===== config.mk =====
export PLATFORM = sky130hd
export DESIGN_NAME = usb_tx_stream_flat
export DESIGN_NICKNAME = d
export VERILOG_FILES = /design/src/rtl/usb_tx_stream_if.sv /design/src/rtl/usb_tx_stream.sv /design/src/flat_wrapper.sv
export SDC_FILE = /design/constraint.sdc
export NUM_CORES = 1
export LEC_CHECK = 0
export ABC_AREA = 1
export CAP_MARGIN = 20
export CORE_MARGIN = 2
export CORE_UTILIZATION = 56
export DETAILED_ROUTE_END_ITERATION = 16
export GPL_ROUTABILITY_DRIVEN = 0
export HOLD_SLACK_MARGIN = 0.06
export PLACE_DENSITY = 0.79
export SLEW_MARGIN = 20
export SYNTH_ARGS = -nofsm -noshare
export SYNTH_HDL_FRONTEND = slang
export SYNTH_SLANG_ARGS = --single-unit

===== constraint.sdc =====
create_clock -name clk -period 2.07 [get_ports clk]
set_input_delay 0.3105 -clock clk [delete_from_list [all_inputs] [get_ports clk]]
set_output_delay 0.3105 -clock clk [all_outputs]
set_load 0.05 [all_outputs]

===== src/rtl/usb_tx_stream_if.sv =====
// Byte-stream handshake between a packet source and the USB line transmitter.
interface usb_tx_stream_if;
  logic       tx_valid;
  logic [7:0] tx_data;
  logic       tx_last;
  logic       tx_ready;

  modport master (
    output tx_valid,
    output tx_data,
    output tx_last,
    input  tx_ready
  );

  modport slave (
    input  tx_valid,
    input  tx_data,
    input  tx_last,
    output tx_ready
  );
endinterface


===== src/rtl/usb_tx_stream.sv =====
// USB low-level packet transmitter: SYNC, NRZI-encoded bit-stuffed data, EOP.
// One line bit per clock; underrun mid-packet is signalled with a stuff-violation abort.
module usb_tx_stream #(
  parameter int SYNC_BITS    = 8,
  parameter int STUFF_LEN    = 6,
  parameter int EOP_SE0_BITS = 2
) (
  input  logic           clk,
  input  logic           rst_b,
  input  logic           hold,
  usb_tx_stream_if.slave s_tx,
  output logic           dp,
  output logic           dm,
  output logic           tx_oe,
  output logic           busy,
  output logic           done,
  output logic           tx_err
);

  localparam int CNT_W  = $clog2(SYNC_BITS) + 1;
  localparam int ONES_W = $clog2(STUFF_LEN + 2);

  localparam logic [CNT_W-1:0]  SYNC_LAST  = CNT_W'(SYNC_BITS - 1);
  localparam logic [CNT_W-1:0]  BYTE_LAST  = CNT_W'(7);
  localparam logic [CNT_W-1:0]  ABORT_LAST = CNT_W'(STUFF_LEN);
  localparam logic [CNT_W-1:0]  EOP_LAST   = CNT_W'(EOP_SE0_BITS - 1);
  localparam logic [ONES_W-1:0] STUFF_AT   = ONES_W'(STUFF_LEN);
  localparam logic [ONES_W-1:0] ONES_MAX   = '1;

  typedef enum logic [2:0] {
    S_IDLE,
    S_SYNC,
    S_DATA,
    S_STUFF,
    S_ABORT,
    S_EOP,
    S_EOPJ
  } state_t;

  // The state names what is on the line during the current cycle.
  state_t            r_state;
  state_t            r_ret_state;
  logic [CNT_W-1:0]  r_bit_cnt;
  logic [ONES_W-1:0] r_ones;
  logic [7:0]        r_shift;
  logic              r_last;
  logic              r_dp;
  logic              r_dm;
  logic              r_oe;
  logic              r_busy;
  logic              r_done;

  state_t            w_state_next;
  state_t            w_nat_state;
  state_t            w_ret_next;
  logic [CNT_W-1:0]  w_cnt_next;
  logic [ONES_W-1:0] w_ones_next;
  logic [ONES_W-1:0] w_ones_inc;
  logic [7:0]        w_shift_next;
  logic              w_last_next;
  logic              w_bit;
  logic              w_stuff_ok;
  logic              w_dp_next;
  logic              w_dm_next;
  logic              w_oe_next;
  logic              w_busy_next;
  logic              w_done_next;

  logic              w_run;
  logic              w_idle_offer;
  logic              w_byte_end;

  // Handshake strobes are decoded from registered state so the source sees them
  // in the very cycle the byte is taken (or found missing).
  assign w_run        = !hold && !rst_b;
  assign w_idle_offer = (r_state == S_IDLE) && s_tx.tx_valid;
  assign w_byte_end   = (r_state == S_DATA) && (r_bit_cnt == BYTE_LAST) && !r_last;

  assign s_tx.tx_ready = w_run && (w_idle_offer || (w_byte_end && s_tx.tx_valid));
  assign tx_err        = w_run && w_byte_end && !s_tx.tx_valid;

  assign dp    = r_dp;
  assign dm    = r_dm;
  assign tx_oe = r_oe;
  assign busy  = r_busy;
  assign done  = r_done && !hold;

  // State register: every piece of sequential state, frozen by hold.
  always_ff @(posedge clk) begin
    if (rst_b) begin
      r_state     <= S_IDLE;
      r_ret_state <= S_IDLE;
      r_bit_cnt   <= '0;
      r_ones      <= '0;
      r_shift     <= '0;
      r_last      <= 1'b0;
      r_dp        <= 1'b1;
      r_dm        <= 1'b0;
      r_oe        <= 1'b0;
      r_busy      <= 1'b0;
      r_done      <= 1'b0;
    end else if (!hold) begin
      r_state     <= w_state_next;
      r_ret_state <= w_ret_next;
      r_bit_cnt   <= w_cnt_next;
      r_ones      <= w_ones_next;
      r_shift     <= w_shift_next;
      r_last      <= w_last_next;
      r_dp        <= w_dp_next;
      r_dm        <= w_dm_next;
      r_oe        <= w_oe_next;
      r_busy      <= w_busy_next;
      r_done      <= w_done_next;
    end
  end

  // Next-state logic: pick the next bit to send, then decide whether a stuff
  // bit must be slipped in ahead of it.
  always_comb begin
    w_state_next = r_state;
    w_nat_state  = r_state;
    w_ret_next   = r_ret_state;
    w_cnt_next   = r_bit_cnt;
    w_shift_next = r_shift;
    w_last_next  = r_last;
    w_bit        = 1'b1;
    w_stuff_ok   = 1'b0;

    case (r_state)
      S_IDLE: begin
        if (s_tx.tx_valid) begin
          w_nat_state  = S_SYNC;
          w_cnt_next   = '0;
          w_shift_next = s_tx.tx_data;
          w_last_next  = s_tx.tx_last;
          w_bit        = (SYNC_LAST == '0);
        end
      end
      S_SYNC: begin
        w_stuff_ok = 1'b1;
        if (r_bit_cnt == SYNC_LAST) begin
          w_nat_state = S_DATA;
          w_cnt_next  = '0;
          w_bit       = r_shift[0];
        end else begin
          w_nat_state = S_SYNC;
          w_cnt_next  = r_bit_cnt + 1'b1;
          w_bit       = ((r_bit_cnt + 1'b1) == SYNC_LAST);
        end
      end
      S_DATA: begin
        w_stuff_ok = 1'b1;
        if (r_bit_cnt != BYTE_LAST) begin
          w_nat_state  = S_DATA;
          w_cnt_next   = r_bit_cnt + 1'b1;
          w_shift_next = {1'b0, r_shift[7:1]};
          w_bit        = r_shift[1];
        end else if (r_last) begin
          w_nat_state = S_EOP;
          w_cnt_next  = '0;
        end else if (s_tx.tx_valid) begin
          w_nat_state  = S_DATA;
          w_cnt_next   = '0;
          w_shift_next = s_tx.tx_data;
          w_last_next  = s_tx.tx_last;
          w_bit        = s_tx.tx_data[0];
        end else begin
          // Underrun: a deliberate run of unstuffed ones marks the packet bad.
          w_nat_state = S_ABORT;
          w_cnt_next  = '0;
          w_stuff_ok  = 1'b0;
        end
      end
      S_STUFF: begin
        w_nat_state = r_ret_state;
        if (r_ret_state == S_SYNC) begin
          w_bit = (r_bit_cnt == SYNC_LAST);
        end else if (r_ret_state == S_DATA) begin
          w_bit = r_shift[0];
        end
      end
      S_ABORT: begin
        if (r_bit_cnt == ABORT_LAST) begin
          w_nat_state = S_EOP;
          w_cnt_next  = '0;
        end else begin
          w_cnt_next = r_bit_cnt + 1'b1;
        end
      end
      S_EOP: begin
        if (r_bit_cnt == EOP_LAST) begin
          w_nat_state = S_EOPJ;
          w_cnt_next  = '0;
        end else begin
          w_cnt_next = r_bit_cnt + 1'b1;
        end
      end
      S_EOPJ: begin
        w_nat_state = S_IDLE;
        w_cnt_next  = '0;
      end
      default: begin
        w_nat_state = S_IDLE;
        w_cnt_next  = '0;
      end
    endcase

    if (w_stuff_ok && (r_ones == STUFF_AT)) begin
      w_state_next = S_STUFF;
      w_ret_next   = w_nat_state;
    end else begin
      w_state_next = w_nat_state;
    end

    w_ones_inc  = (r_ones == ONES_MAX) ? r_ones : r_ones + 1'b1;
    w_ones_next = '0;
    if ((w_state_next == S_SYNC) || (w_state_next == S_DATA) || (w_state_next == S_ABORT)) begin
      w_ones_next = w_bit ? w_ones_inc : '0;
    end
  end

  // Output logic: NRZI-encode the chosen bit into the next registered line state.
  always_comb begin
    w_dp_next   = r_dp;
    w_dm_next   = r_dm;
    w_oe_next   = 1'b1;
    w_busy_next = (w_state_next != S_IDLE);
    w_done_next = (r_state == S_EOPJ);

    case (w_state_next)
      S_IDLE: begin
        w_dp_next = 1'b1;
        w_dm_next = 1'b0;
        w_oe_next = 1'b0;
      end
      S_SYNC, S_DATA, S_ABORT: begin
        if (!w_bit) begin
          w_dp_next = ~r_dp;
          w_dm_next = ~r_dm;
        end
      end
      S_STUFF: begin
        w_dp_next = ~r_dp;
        w_dm_next = ~r_dm;
      end
      S_EOP: begin
        w_dp_next = 1'b0;
        w_dm_next = 1'b0;
      end
      S_EOPJ: begin
        w_dp_next = 1'b1;
        w_dm_next = 1'b0;
      end
      default: begin
        w_dp_next = 1'b1;
        w_dm_next = 1'b0;
        w_oe_next = 1'b0;
      end
    endcase
  end

endmodule


===== src/flat_wrapper.sv =====
// flat-port wrapper written by rule: the top's interface ports become plain ports
module usb_tx_stream_flat 
#(
  parameter int SYNC_BITS    = 8,
  parameter int STUFF_LEN    = 6,
  parameter int EOP_SE0_BITS = 2
)
  (clk, rst_b, hold, dp, dm, tx_oe, busy, done, tx_err, s_tx_tx_valid, s_tx_tx_data, s_tx_tx_last, s_tx_tx_ready);
  usb_tx_stream_if s_tx_i ();
  input  logic clk;
  input  logic rst_b;
  input  logic hold;
  output logic dp;
  output logic dm;
  output logic tx_oe;
  output logic busy;
  output logic done;
  output logic tx_err;
  input wire logic [$bits(s_tx_i.tx_valid)-1:0] s_tx_tx_valid;
  input wire logic [$bits(s_tx_i.tx_data)-1:0] s_tx_tx_data;
  input wire logic [$bits(s_tx_i.tx_last)-1:0] s_tx_tx_last;
  output wire logic [$bits(s_tx_i.tx_ready)-1:0] s_tx_tx_ready;
  assign s_tx_i.tx_valid = s_tx_tx_valid;
  assign s_tx_i.tx_data = s_tx_tx_data;
  assign s_tx_i.tx_last = s_tx_tx_last;
  assign s_tx_tx_ready = s_tx_i.tx_ready;
  usb_tx_stream #(.SYNC_BITS(SYNC_BITS), .STUFF_LEN(STUFF_LEN), .EOP_SE0_BITS(EOP_SE0_BITS)) u_core (.clk(clk), .rst_b(rst_b), .hold(hold), .s_tx(s_tx_i), .dp(dp), .dm(dm), .tx_oe(tx_oe), .busy(busy), .done(done), .tx_err(tx_err));
endmodule

==> results of run 1 <==
layout by cell type, fill, tap and decap left out, drive strengths merged:
master / netlist / layout
nand4: 8 / 8
o22ai: 1 / 1
a211oi: 3 / 3
nand3b: 1 / 1
or2: 1 / 1
dfxtp: 27 / 27
o211ai: 1 / 1
nor2: 38 / 38
o311ai: 1 / 1
buf: 5 / 22
clkdlybuf4s50: 0 / 16
inv: 43 / 43
o21ai: 25 / 25
ha: 6 / 6
nor3: 4 / 4
o31ai: 1 / 1
a21oi: 25 / 25
nand2: 66 / 66
xor2: 2 / 2
clkbuf: 3 / 5
nand3: 24 / 24
per-stage QoR:
stage	total power (µW)	hold WS (ps)	area [µm²]
after global routing	1290	496	2480
final	1230	460	2480
after global placement	948	435	2240
after CTS	1200	458	2320
after floorplan	842	389	1900
after detailed placement	953	438	2240
path summary, 6_finish.rpt:
check | end | slack [ps] | cells past startpoint
setup / recovery | s_tx_tx_ready | 40 | 6
hold / removal | u_core.r_shift[6]$_SDFFE_PP0P_ | 460 | 2
setup reg to reg | u_core.dp$_SDFFE_PP1P_ | 90 | 12
hold reg to reg | u_core.r_shift[6]$_SDFFE_PP0P_ | 460 | 2
flip-flops by register name, indices dropped and copies added (netlist names):
register            count
u_core.tx_oe            1
u_core.r_state          3
u_core.r_last           1
u_core.r_done           1
u_core.dm               1
u_core.r_bit_cnt        4
u_core.dp               1
u_core.busy             1
u_core.r_shift          8
u_core.r_ret_state      3
u_core.r_ones           3
final cells by class:
type	count	area (µm²)
Timing Repair Buffer	39	390
Fill cell	265	805
Multi-Input combinational cell	207	1290
Clock buffer	4	26.3
Tap cell	46	57.6
Sequential cell	27	547
Inverter	43	164
synthesized netlist by cell type, drive strengths merged:
master,n,area (µm²)
buf,5,35.0
a21oi,25,136
xor2,2,17.5
o31ai,1,7.51
ha,6,75.1
nand2,66,285
nor3,4,25.0
a211oi,3,22.5
inv,43,164
o211ai,1,7.51
o311ai,1,8.76
dfxtp,27,541
nor2,38,185
o21ai,25,133
nand4,8,50.1
o22ai,1,6.26
clkbuf,3,11.3
or2,1,6.26
nand3,24,170
nand3b,1,7.51
power by group through the flow:
stage          logic [µW]  registers (µW)  clock network [µW]
2_1_floorplan         231             610                   0
3_3_place_gp          358             590                   0
3_5_place_dp          361             591                   0
4_1_cts               371             582                 242
5_1_grt               440             591                 263
6_report              397             586                 243
routing by layer:
layer / vias up / track usage, % / routed length (µm)
li1: 1001 / - / -
met1: 884 / 34.7 / 2180
met2: 55 / 39.9 / 2190
met3: 11 / 2.90 / 255
met4: 0 / 8.33 / 104
met5: - / 0 / 0
critical path, delay by kind of cell, from the launching register on:
kind / cells / cell delay [ps]
buf+inv: 1 / 210
simple gates: 3 / 370
compound gates: 1 / 250
flops: 1 / 380
fa+ha+maj: 1 / 150
what timing repair did:
item,CTS,global route
setup buffers,3,4
endpoints found under the setup margin,1,6
pin swaps,2,13
resized for setup,10,28
kinds of logic (layout without fill, tap and decap cells):
group           after synthesis  after routing  share of synthesized area, %
simple gates                142            142                          38.5
fa+ha+maj                     6              6                          3.96
flops                        27             27                          28.5
xor+xnor                      2              2                         0.925
buf+inv                      51             86                          11.1
compound gates               57             57                          17.0
==> qor.txt, run 1 <==
Synth Register Bits = 27
Layout area overhead = 30.9%
CP endpoint kind = output port
Switching power = 439 µW
ANT nets after route = 0
Syn avg cell area = 6.65 µm²
N_diodes = 0
TNS Setup = 0 ps
Die width = 62.2 µm
Worst setup path class = reg2out
CP required = 1760 ps
Sequential power share = 47.8%
Slew margin rel. = 66.2%
Root Buffer Master = clkbuf_4
Max Cap Viol = 0
Non-filler instance count after layout = 366
Layout cells sized above 1 = 27.8%
Fin nets = 340
Worst hold start = u_core.r_shift[6]$_SDFFE_PP0P_
Synth Cell Area = 1890 µm²
Post-Syn Nets = 304
Avg WL per Cell = 12.9 µm
WL final = 4.72 mm
GRT Overall Usage = 24.8%
Fin util = 75.5%
Fin. max-slew vios = 0
Reg-to-Reg Start = u_core.r_bit_cnt[0]$_SDFFE_PP0P_
Site Rows = 21
TritonCTS Buffers = 3
Antenna violations before repair = 0
PwrDens = 495 nW/µm²
GRT overflow = 0
Worst-Skew Late Latency = 340 ps
CTS tree = yes
Die H = 62.2 µm
Yosys cell types = 32
Worst min-delay path class = reg2reg
Vias = 1951
Slowest library cell on the worst path = dfxtp_2
Post-placement cell count = 356
Top-level I/O count = 20
Clock slew at reported path FFs = 140 ps
Crit path largest cell delay = 380 ps
Synth warn = 0
Worst Slack Setup Final = 41.7 ps
Worst Setup SP = u_core.r_bit_cnt[0]$_SDFFE_PP0P_
Highest clock rate = 0.493 GHz
CP max FO = 5
Drc violations = 0
First-pass GRT wire length = 7.88 mm
Leak = 0.00114 µW
Combinational power share = 32.4%
Avg Vias per Cell = 5.33
Core Area = 3280 µm²
Hold-fix buffer count after cts = 0
Seq/Total Area, Yosys = 28.5%
Minimum clock period = 2030 ps
Iter 0 DRT Violations = 152
Critical Path Start Type = flop
Clock tree buffer depth = 2
I/O Buffers = 19
Clk sinks = 27
Clk_skew = 3.84 ps
Synthesized instance count = 285
Final HPWL DP = 3.27 mm
Final Hold Fails = 0
CP cell instances = ha_4, nand3_4, nor2_4, nand2_1, a211oi_2, clkbuf_16
Fin crit share = 98.0%
Starting Density = 57.7%
Tightest Pin Transition = 505 ps
Net Sw Frac = 35.8%
Status = finished, final reports clean
H-tree Lvls = 1
Clock power frac = 19.8%
Pint = 787 µW
Post-place setup slack = -56.3 ps
Final-report setup violation count = 0
Data arrival, critical path = 1720 ps
DIE AREA = 3860 µm²
First-pass DRT Iterations = 4
RSZ-0062 raised after global routing = yes
Pin count of the biggest net entering global routing = 16
Worst VDD drop = 0.290 mV
Vias in the first global route = 1758
Note: power is estimated with default switching activity, not from simulation.
==> inputs of run 2 (changes only) <==
- CORE_MARGIN: 2 -> 4
- MAX_ROUTING_LAYER: unset -> met4
==> run 2 against run 1 <==
Sequential cell count unchanged; wire length up 7.2%; critical path depth up 9; global-route usage down 1.2 points; design area up 1.8%; combinational power up 5.0%; clock skew down 2.6 ps; worst setup slack better by 31 ps; first-iteration DRC count down 15%; clock power down 3%; non-clock buffer count up 9; highest routed layer unchanged.
==> qor.txt, run 2 (synthesis gave the netlist of run 1 again) <==
Pint = 798 µW (+1.3%)
Worst VDD drop = 0.278 mV (-4.2%)
Clock power frac = 19.0% (-0.8 points)
Starting Density = 60.1% (+2.4 points)
Pin count of the biggest net entering global routing = 18 (+2)
Worst min-delay path class = reg2reg
Net Sw Frac = 35.6% (-0.26 points)
Most frequent cells in the layout = nand2_1, inv_1, buf_4
Sequential power share = 47.3% (-0.5 points)
Clock tree buffer depth = 2 (unchanged)
Layout cells sized above 1 = 30.7% (+2.9 points)
Die H = 66.2 µm (+6.4%)
Power Total = 1240 µW (+0.91%)
Avg WL per Cell = 13.6 µm (+5.1%)
Avg Vias per Cell = 5.36 (+0.64%)
TritonCTS Buffers = 3 (unchanged)
Status = finished, final reports clean
Tightest Pin Transition = 489 ps (-16.3 ps)
ANT nets after route = 0 (unchanged)
Final HPWL DP = 3.43 mm (+4.9%)
GRT Overall Usage = 23.6% (-1.2 points)
RSZ-0062 raised after global routing = yes
I/O Buffers = 19 (unchanged)
Reg-to-Reg Start = u_core.r_bit_cnt[0]$_SDFFE_PP0P_
CP dominant cell by count = nand2_2
Layout area overhead = 33.2%
Slew margin rel. = 67.3% (+1.1 points)
Final-report setup violation count = 0 (unchanged)
Switching power = 440 µW (+0.17%)
Iter 0 DRT Violations = 129 (-15%)
Worst setup path class = reg2reg
TNS Setup = 0 ps (unchanged)
Regs by FF count = u_core.r_shift (8), u_core.r_bit_cnt (4)
First-pass DRT Iterations = 4 (unchanged)
Fin. max-slew vios = 0 (unchanged)
Highest clock rate = 0.501 GHz (+1.6%)
Design Area, Final = 2520 µm² (+1.8%)
Cell Area, Placed = 2250 µm² (+0.56%)
Vias = 2001 (+2.6%)
CP required = 2320 ps (+560 ps)
Core Area = 3150 µm² (-4.0%)
Area of the multi-input gates = 1260 µm² (-2.9%)
First-pass GRT wire length = 7.94 mm (+0.79%)
Drc violations = 0 (unchanged)
CP cell instances = ha_4, buf_6, nand2_4, nor2_4, nand2_2, nand2_2, nand2_2, nand2_4, nand4_1, nand3_4, nand2_2, nand2_2, nand2_2, nand2_2, nor2_1
Critical Path Start Type = flop
CTS tree = yes
Minimum clock period = 2000 ps (-31.3 ps)
Fin nets = 349 (+2.6%)
Vias in the first global route = 1825 (+3.8%)
Clk sinks = 27 (unchanged)
Most common cell after layout, fill and taps aside = nand2_1
Die width = 66.2 µm (+6.4%)
Site Rows = 20 (-4.8%)
Combinational power share = 33.7% (+1.3 points)
N_diodes = 0 (unchanged)
DIE AREA = 4380 µm² (+13%)
Worst hold start = u_core.r_shift[6]$_SDFFE_PP0P_
GRT overflow = 0 (unchanged)
H-tree Lvls = 1 (unchanged)
Fill count = 219 (-17%)
Leak = 0.00115 µW (+0.75%)
WL final = 5.06 mm (+7.2%)
Most flop-heavy register = u_core.r_shift
Fin crit share = 96.5% (-1.5 points)
Slowest library cell on the worst path = dfxtp_4
Clock slew at reported path FFs = 140 ps (about the same)
Crit path largest cell delay = 390 ps (about the same)
Data arrival, critical path = 2250 ps (+530 ps)
Top-level I/O count = 20 (unchanged)
Max reg flops = 8 (unchanged)
Root Buffer Master = clkbuf_4
Final Hold Fails = 0 (unchanged)
Clk_skew = 1.26 ps (-2.59 ps)
Sequential cell area = 559 µm² (+2.3%)
Hold-fix buffer count after cts = 0 (unchanged)
PwrDens = 490 nW/µm² (-0.84%)
Antenna violations before repair = 0 (unchanged)
Post-place setup slack = -55.4 ps (+0.932 ps)
Non-filler instance count after layout = 373 (+1.9%)
Max Cap Viol = 0 (unchanged)
CP max FO = 5 (unchanged)
Worst Setup SP = u_core.r_bit_cnt[0]$_SDFFE_PP0P_
CP endpoint kind = flop
Worst Slack Setup Final = 73.0 ps (+31.3 ps)
Worst-Skew Late Latency = 330 ps (about the same)
Post-placement cell count = 356 (unchanged)
==> run 2: power groups by stage <==
stage | Sequential [µW] | Combinational, µW | Clock [µW]
after floorplan | 610 | 231 | 0
after global placement | 594 | 357 | 0
after detailed placement | 595 | 364 | 0
after CTS | 584 | 371 | 242
after global routing | 590 | 456 | 259
final | 586 | 417 | 235
==> run 2: critical path: cells and delay by family, from the launching register on <==
kind / cells / cell delay (ps)
and+or+nand+nor: 13 / 1250
buffers and inverters: 1 / 100
adders and majority gates: 1 / 160
DFF: 1 / 390
==> run 2: per-layer routing <==
metal | up-vias | GRT usage, % | share of wire, % | wire (µm)
li1 | 1021 | - | - | -
met1 | 919 | 30.6 | 45 | 2260
met2 | 54 | 38.0 | 49 | 2490
met3 | 7 | 2.21 | 4.8 | 244
met4 | 0 | 9.14 | 1.3 | 67
met5 | - | - | 0 | 0
==> run 2: cell type report <==
class                   count  area share [%]
flip-flops and latches     27            22.2
inverters                  43            6.49
multi-input cells         207            49.8
clock buffers               4            1.04
well taps                  44            2.18
repair buffers             48            18.3
==> run 2: final timing paths <==
kind | end | slack (ps) | depth (start not counted)
worst min-delay path | u_core.r_shift[6]$_SDFFE_PP0P_ | 460 | 2
worst max-delay path | u_core.dm$_SDFFE_PP0P_ | 70 | 15
worst min register to register | u_core.r_shift[6]$_SDFFE_PP0P_ | 460 | 2
worst max register to register | u_core.dm$_SDFFE_PP0P_ | 70 | 15
==> run 2: per-stage QoR <==
stage	utilization (%)	hold slack, ps
3_3_place_gp	71.5	437
6_report	80.0	460
4_1_cts	74.2	459
3_5_place_dp	71.5	439
5_1_grt	80.0	482
2_1_floorplan	-	389
==> run 2: timing repair <==
action / 4_1_cts / 5_1_grt
endpoints found under the hold margin: 0 / 0
resized for setup: 13 / 25
endpoints found under the setup margin: 2 / 8
pin swaps: 2 / 15
buffers inserted: 3 / 11
==> inputs of run 3 (changes only) <==
- CORE_UTILIZATION: 56 -> 51
- PLACE_DENSITY: 0.79 -> 0.76
- clock period: 2.07 -> 1.62 ns (I/O delays scaled with it)
==> run 3 against run 2 <==
Wire length rose by 60%; register-to-register slack worse by 510 ps; via count increased by 27%; worst setup slack got worse by 510 ps; sequential share of layout area down 4.1 points; sequential cell count unchanged; combinational power grew 86%; global-route usage rose by 3.4 points; sequential power up 27%; core utilization rose by 9.0 points; the run now ends with negative setup slack left; largest cell class unchanged; highest routed layer unchanged; count of clock-buffer cells in the layout unchanged.
==> qor.txt, run 3 (synthesis gave the netlist of run 1 again) <==
Site Rows = 21 (+5.0%)
Die width = 68.9 µm (+4.2%)
Leak = 0.00146 µW (+27%)
Avg Vias per Cell = 6.10 (+14%)
GRT Overall Usage = 27.1% (+3.4 points)
Fill count = 173 (-21%)
Minimum clock period = 2060 ps (+60.9 ps)
Sequential cell area = 559 µm² (unchanged)
Layout cells sized above 1 = 47.6% (+17 points)
Core Area = 3470 µm² (+10%)
WHS Path Cells = 2 (unchanged)
Worst Slack Setup Final = -438 ps (-511 ps)
WL final = 8.12 mm (+60%)
Slew margin rel. = 82.7% (+15 points)
Slowest library cell on the worst path = dfxtp_4
Most common cell after layout, fill and taps aside = buf_4
Critical Path Start Type = flop
Pin count of the biggest net entering global routing = 16 (-2)
First-pass DRT Iterations = 6 (+2)
Reg-to-Reg Start = u_core.r_state[1]$_SDFFE_PP0N_
Layout area overhead = 63.1%
Max Cap Viol = 0 (unchanged)
Fin util = 89.1% (+9.0 points)
R2R depth = 15 (unchanged)
ANT nets after route = 0 (unchanged)
Clk_skew = 7.23 ps (+5.97 ps)
Worst hold start = u_core.r_shift[5]$_SDFFE_PP0P_
Clk sinks = 27 (unchanged)
TritonCTS Buffers = 3 (unchanged)
Drc violations = 0 (unchanged)
Fin. max-slew vios = 0 (unchanged)
Worst setup path class = reg2reg
CP cell instances = buf_4, buf_4, nand2_4, nor2_4, buf_4, o21ai_2, nand3_1, nor2_2, nand3_4, buf_4, nand2_2, nand2_2, nand2_1, nand2_1, nor2_1
Final-report setup violation count = 27 (+27)
Fin crit share = 127% (+31 points)
Hold slack final = 467 ps (+6.64 ps)
Area of the multi-input gates = 1440 µm² (+14%)
CP max FO = 4 (-1)
Final HPWL DP = 3.77 mm (+10%)
Iter 0 DRT Violations = 346 (+170%)
Status = finished with violations
Max reg flops = 8 (unchanged)
I/O Buffers = 19 (unchanged)
Internal reg-to-reg setup slack = -440 ps (-510 ps)
CTS tree = yes
Crit path largest cell delay = 380 ps (about the same)
PwrDens = 623 nW/µm² (+27%)
Worst-Skew Late Latency = 280 ps (-50 ps)
Crit Reg-Reg Endpoint = u_core.dm$_SDFFE_PP0P_
Tightest Pin Transition = 255 ps (-234 ps)
Clock slew at reported path FFs = 100 ps (-40 ps)
First-pass GRT wire length = 9.44 mm (+19%)
CP endpoint kind = flop
Starting Density = 54.6% (-5.5 points)
Highest clock rate = 0.486 GHz (-3.0%)
Antenna violations before repair = 0 (unchanged)
Most flop-heavy register = u_core.r_shift
Final Hold Fails = 0 (unchanged)
N_diodes = 0 (unchanged)
DIE AREA = 4750 µm² (+8.6%)
Clock tree buffer depth = 2 (unchanged)
H-tree Lvls = 1 (unchanged)
Top-level I/O count = 20 (unchanged)
Avg WL per Cell = 19.4 µm (+43%)
CP required = 1840 ps (-480 ps)
CP dominant cell by count = buf_4
Die H = 68.9 µm (+4.2%)
Most frequent cells in the layout = buf_4, nand2_1, inv_1
Critical path buffers and inverters = 4 (+3)
Crit-path leading delay family = simple AND/OR/NAND/NOR gates
Vias in the first global route = 2096 (+15%)
GRT overflow = 0 (unchanged)
Data arrival, critical path = 2280 ps (+30 ps)
Regs by FF count = u_core.r_shift (8), u_core.r_bit_cnt (4)
Root Buffer Master = clkbuf_8
RSZ-0062 raised after global routing = yes
Fin nets = 392 (+12%)
Worst min-delay path class = reg2reg
End of the worst hold path = u_core.r_shift[5]$_SDFFE_PP0P_
Failing checks = negative setup slack
Vias = 2551 (+27%)
Worst VDD drop = 0.607 mV (+120%)
==> run 3: worst max path at each step <==
stage | startpoint | endpoint | slack (ps) | cells past startpoint
3_3_place_gp | s_tx_tx_valid | u_core.dm$_SDFFE_PP0P_ | -450 | 14
5_1_grt | u_core.r_last$_SDFFE_PP0P_ | u_core.r_ones[1]$_SDFFE_PP0P_ | -450 | 11
2_1_floorplan | u_core.r_bit_cnt[1]$_SDFFE_PP0P_ | u_core.dp$_SDFFE_PP1P_ | -70 | 14
6_report | u_core.r_state[1]$_SDFFE_PP0N_ | u_core.dm$_SDFFE_PP0P_ | -440 | 15
3_5_place_dp | s_tx_tx_valid | u_core.dm$_SDFFE_PP0P_ | -440 | 14
4_1_cts | u_core.r_bit_cnt[0]$_SDFFE_PP0P_ | s_tx_tx_ready | -250 | 7
==> run 3: per-layer routing <==
metal | vias to the layer above | wire, µm | global-route usage [%]
met2 | 201 | 3860 | 46.7
met3 | 65 | 656 | 5.35
met4 | 0 | 533 | 8.76
met5 | - | 0 | -
li1 | 1100 | - | -
met1 | 1185 | 3080 | 31.4
==> run 3: report_power, final <==
group	switching (µW)	internal (µW)
clock network	227	177
logic	442	334
registers	40.8	705
total	710	1220
==> run 3: what timing repair did <==
action,CTS,global route
gates cloned,0,1
setup buffers,14,7
gates resized for setup,50,40
pin swaps,31,22
setup endpoints to repair,22,27
hold buffers,0,0
==> run 3: layout make-up <==
type / count / area share, %
repair buffers: 91 / 26.5
clock buffers: 4 / 1.46
inverters: 43 / 5.47
well taps: 46 / 1.86
multi-input cells: 207 / 46.6
flip-flops and latches: 27 / 18.1
==> run 3: tightest hold or removal path, stage by stage, from the launching register on <==
cell and delay [ps]:
dfxtp_1 330, inv_1 50, a21oi_1 50
==> run 3: metrics by stage <==
stage | TNS, ps | setup WS, ps | instances | total power, µW | area, µm²
floorplan | -368 | -74.2 | 285 | 1080 | 1940
global placement | -5350 | -450 | 393 | 1300 | 2550
detailed placement | -5750 | -441 | 393 | 1310 | 2550
CTS | -2480 | -250 | 411 | 1780 | 2870
global route | -7340 | -453 | 418 | 1990 | 3090
finish | -5760 | -438 | 418 | 1930 | 3090
